[config.mk]
export PLATFORM = sky130hd
export DESIGN_NAME = down_counter_4bit
export DESIGN_NICKNAME = d
export VERILOG_FILES = /design/src/rtl/down_counter_4bit.sv
export SDC_FILE = /design/constraint.sdc
export NUM_CORES = 1
export LEC_CHECK = 0
export BUFFER_PORTS_ARGS = -buffer_cell sky130_fd_sc_hd__buf_2
export CAP_MARGIN = 20
export CORE_MARGIN = 2
export CORE_UTILIZATION = 45
export CTS_CLUSTER_SIZE = 16
export DETAILED_ROUTE_END_ITERATION = 10
export PLACE_DENSITY_LB_ADDON = 0.08
export SYNTH_ARGS = -nofsm -noshare
export SYNTH_HDL_FRONTEND = slang
export SYNTH_SLANG_ARGS = --single-unit
[constraint.sdc]
create_clock -name clk -period 2 [get_ports clk]
set_input_delay 0.4 -clock clk [delete_from_list [all_inputs] [get_ports clk]]
set_output_delay 0.4 -clock clk [all_outputs]
set_load 0.005 [all_outputs]
[src/rtl/down_counter_4bit.sv]
// Programmable down-counter/timer: load a start value, decrement while running,
// pulse done for one cycle on expiry, optionally reload and keep going.
//
// Control handshake: there is no valid/ready pair here. load, start, pause and
// auto_reload are level inputs that the counter samples on every rising clk edge.
// load takes priority over everything except reset, and start/pause only matter
// in the states listed in the state logic below.
module down_counter_4bit #(
  parameter int WIDTH = 4
) (
  input  logic             clk,
  input  logic             reset,
  input  logic             load,
  input  logic [WIDTH-1:0] load_value,
  input  logic             start,
  input  logic             pause,
  input  logic             auto_reload,
  output logic [WIDTH-1:0] count,
  output logic             busy,
  output logic             done,
  output logic [1:0]       dbg_state
);

  typedef enum logic [1:0] {
    IDLE   = 2'd0,
    RUN    = 2'd1,
    HOLD   = 2'd2,
    EXPIRE = 2'd3
  } state_t;

  state_t           state;
  state_t           state_next;
  logic [WIDTH-1:0] count_next;
  logic [WIDTH-1:0] reload;
  logic [WIDTH-1:0] reload_next;

  // State, count and reload registers; reset clears them without a clock edge.
  always_ff @(posedge clk or negedge reset) begin
    if (!reset) begin
      state  <= IDLE;
      count  <= '0;
      reload <= '0;
    end else begin
      state  <= state_next;
      count  <= count_next;
      reload <= reload_next;
    end
  end

  // Next-state and next-count logic; load overrides whatever state we are in.
  always_comb begin
    state_next  = state;
    count_next  = count;
    reload_next = reload;
    if (load) begin
      count_next  = load_value;
      reload_next = load_value;
      state_next  = IDLE;
    end else begin
      case (state)
        IDLE: begin
          // A zero count has nothing to time, so start is ignored.
          if (start && (count != '0)) begin
            state_next = RUN;
          end
        end
        RUN: begin
          if (pause) begin
            state_next = HOLD;
          end else if (count > WIDTH'(1)) begin
            count_next = count - WIDTH'(1);
          end else begin
            // Last decrement: land on zero, never wrap.
            count_next = '0;
            state_next = EXPIRE;
          end
        end
        HOLD: begin
          if (!pause) begin
            state_next = RUN;
          end
        end
        EXPIRE: begin
          if (auto_reload && (reload != '0)) begin
            count_next = reload;
            state_next = RUN;
          end else begin
            count_next = '0;
            state_next = IDLE;
          end
        end
        default: begin
          state_next = IDLE;
        end
      endcase
    end
  end

  // Moore outputs decoded straight from the registered state.
  assign busy      = (state != IDLE);
  assign done      = (state == EXPIRE);
  assign dbg_state = state;

endmodule

==> results_dict.tcl <==
set metrics [dict create \
    synth_top_family_by_area "compound AO/OA/AOI/OAI gates" \
    rows 13 \
    end_kind "flop" \
    syn_inst 58 \
    critical-path-top-delay-family "compound AO/OA/AOI/OAI gates" \
    wl_per_cell_um 14.2 \
    synth_top_area_share_pct 38.2 \
    critical_path_buf_inv_count 1 \
    setup_ws_ps 376 \
    stdcell_area_um2 774 \
    setup_violations 0 \
    relSlewSlack_pct 73.5 \
    dp_slack_ps 388 \
    vias_per_cell 5.72 \
    grt-ovfl-total 0 \
    cp_max_fo 5 \
    post_cts_buffers 0 \
    placed_cells 88 \
    seq_area_frac_synth_pct 38.2 \
    ys.warnings.count 0 \
    ys_seq_elements 10 \
    instances_no_fill 92 \
    hold_viol 0 \
    ant_nets 0 \
    worstSetupStartpointType "flop" \
    rrSetupSlack_ps 380 \
    synth_xor_area_share_pct 0 \
    final_cell_mix "buf_2, dfrtp_1, mux2_2" \
    required_ps 2150 \
    finalCritPeriodShare_pct 81.2 \
    critPathKind "reg2reg" \
    cp_num_cells 6 \
    place_congestion 0.690 \
    area_delta_synth_final_pct 18.4 \
    drt_iter0_drc 7 \
    r2r-end "count[0]" \
    cts_made_buffers 3 \
    cts_num_sinks 10 \
    p_clk_share_pct 17.7 \
    finalPower_uw 766 \
    comb_power_share_pct 38.7 \
    crit_arrival_ps 1770 \
    netSwitchingPower_uw 287 \
    drc 0 \
    clock_latency_ps 260 \
    synth_simple_gate_area_share_pct 16.8 \
    drive_gt1_share_pct 48.1 \
    num_vias 526 \
    netlist_area_um2 654 \
    final_common_cell "buf_2" \
    drv_slew 0 \
    chipWidth_um 42.1 \
    dr.pass1.iters 4 \
    synth_compound_area_share_pct 24.7 \
    core_area_um2 1330 \
    crit_path_max_incr_delay_ps 420 \
    synth_area_leaders "dfrtp_1, mux2_2, a22oi_2" \
    reg2reg_from "count[1]" \
    grt_pass1_vias 511 \
    die-area_um2 1780 \
    worstSetupStartpoint "count[1]" \
    ir_drop_mv 0.509 \
    synth_mux_area_share_pct 10.3 \
    cts_tree "yes" \
    netlist.top_cell.by_area "dfrtp_1" \
    clk_pin_slew_worst_paths_ps 60 \
    synthAdderAreaFrac_pct 5.74 \
    dp_hpwl_um 1020 \
    period_needed_ps 1620 \
    p_int_uw 479 \
    cpMaxStageDelayCell "dfrtp_1" \
    diodes 0 \
    rsz0062_at_grt "no" \
    dpl_cell_area_um2 742 \
    switching_share_pct 37.4 \
    leakagePower_nw 0.350 \
    status "completed" \
    synth_area_per_cell_um2 11.3 \
    nNetsFinal 92 \
    cts_buffer_depth 2 \
    start_util_pct 49.1 \
    r2r_cells 6 \
    grt_max_degree 14 \
    root_buffer "clkbuf_4" \
    portBuffers 17 \
    fin_tns_setup_ps 0 \
    fmax_ghz 0.616 \
    fin_worst_skew_ps 2.91 \
    p_per_area_nw_per_um2 989 \
    die_h_um 42.1 \
    num_io_pins 18 \
    seqPwrFrac_pct 43.6 \
    critPathCapture "count[0]" \
    worstMarginPinSlew_ps 395 \
    cp_cell_sequence "inv_1 -> ha_1 -> nor2_1 -> o31ai_2 -> o21ai_1 -> mux2_2" \
    grt_use_total_pct 18.2 \
    synth-main-ff-cell "dfrtp_1" \
    min_path_type "in2reg" \
    ys_async_sr_fraction_pct 100 \
    wl_um 1310 \
    h-tree-depth 1 \
    antenna_found_initial 0 \
    max_cap_viol_count 0 \
    grt_pass1_wl_um 2390 \
    syn_nets 71 \
    post_synth_num_cell_types 31 \
    synth_edf_count 0 \
]
[routing by layer]
layer | part of all wire [%] | global-route usage, % | vias to the layer above
met4 | 1.6 | 7.50 | 0
met5 | 0 | 0 | -
met1 | 46 | 23.4 | 241
li1 | - | - | 262
met3 | 6.6 | 7.33 | 5
met2 | 45 | 27.2 | 18
[synthesized netlist by cell type (all sizes together), types with 3 or more instances]
library cell	number
o21ai	3
dfrtp	10
a21oi	3
ha	3
inv	3
mux2	6
a22oi	3
[stage by stage]
step / hold WS [ps] / utilization [%]
2_1_floorplan: 104 / -
3_3_place_gp: 274 / 55.6
3_5_place_dp: 277 / 55.6
4_1_cts: 391 / 58.1
5_1_grt: 381 / 58.1
6_report: 393 / 58.1
[cell families after synthesis]
group | count (synthesis)
buffers and inverters | 5
muxes | 6
DFF | 10
and+or+nand+nor | 15
adders and majority gates | 3
AOI/OAI and AO/OA | 19
[registers in the layout (all words and copies together), names as in the netlist]
| signal | cells |
|---|---|
| count | 4 |
| reload | 4 |
| dbg_state | 2 |
[area by class of cell]
class                           instances  area [um^2]
Sequential cell                        10          250
Tap cell                               15         18.8
Inverter                                3         11.3
Multi-Input combinational cell         43          377
Timing Repair Buffer                   18         95.1
Fill cell                             121          559
Clock buffer                            3         22.5
[worst min-delay path by stage]
stage / slack, ps / end / startpoint / cells past startpoint
after CTS: 390 / reload[2] / load_value[2] / 2
final: 390 / reload[2] / load_value[2] / 2
after floorplan: 100 / count[0] / reset / 0
after detailed placement: 280 / dbg_state[1] / reset / 1
after global routing: 380 / reload[0] / load_value[0] / 2
after global placement: 270 / dbg_state[1] / reset / 1
[power groups by stage]
stage	registers, mW	clock network (mW)	logic [mW]
after floorplan	0.319	0	0.208
after global placement	0.336	0	0.300
after detailed placement	0.336	0	0.301
after CTS	0.334	0.142	0.304
after global routing	0.346	0.155	0.338
final	0.334	0.136	0.296
[what timing repair did]
item,4_1_cts,5_1_grt
endpoints found under the hold margin,10,0
hold buffers,1,0
endpoints found under the setup margin,0,0
resized for setup,0,0
(Power assumes the default switching activity.)
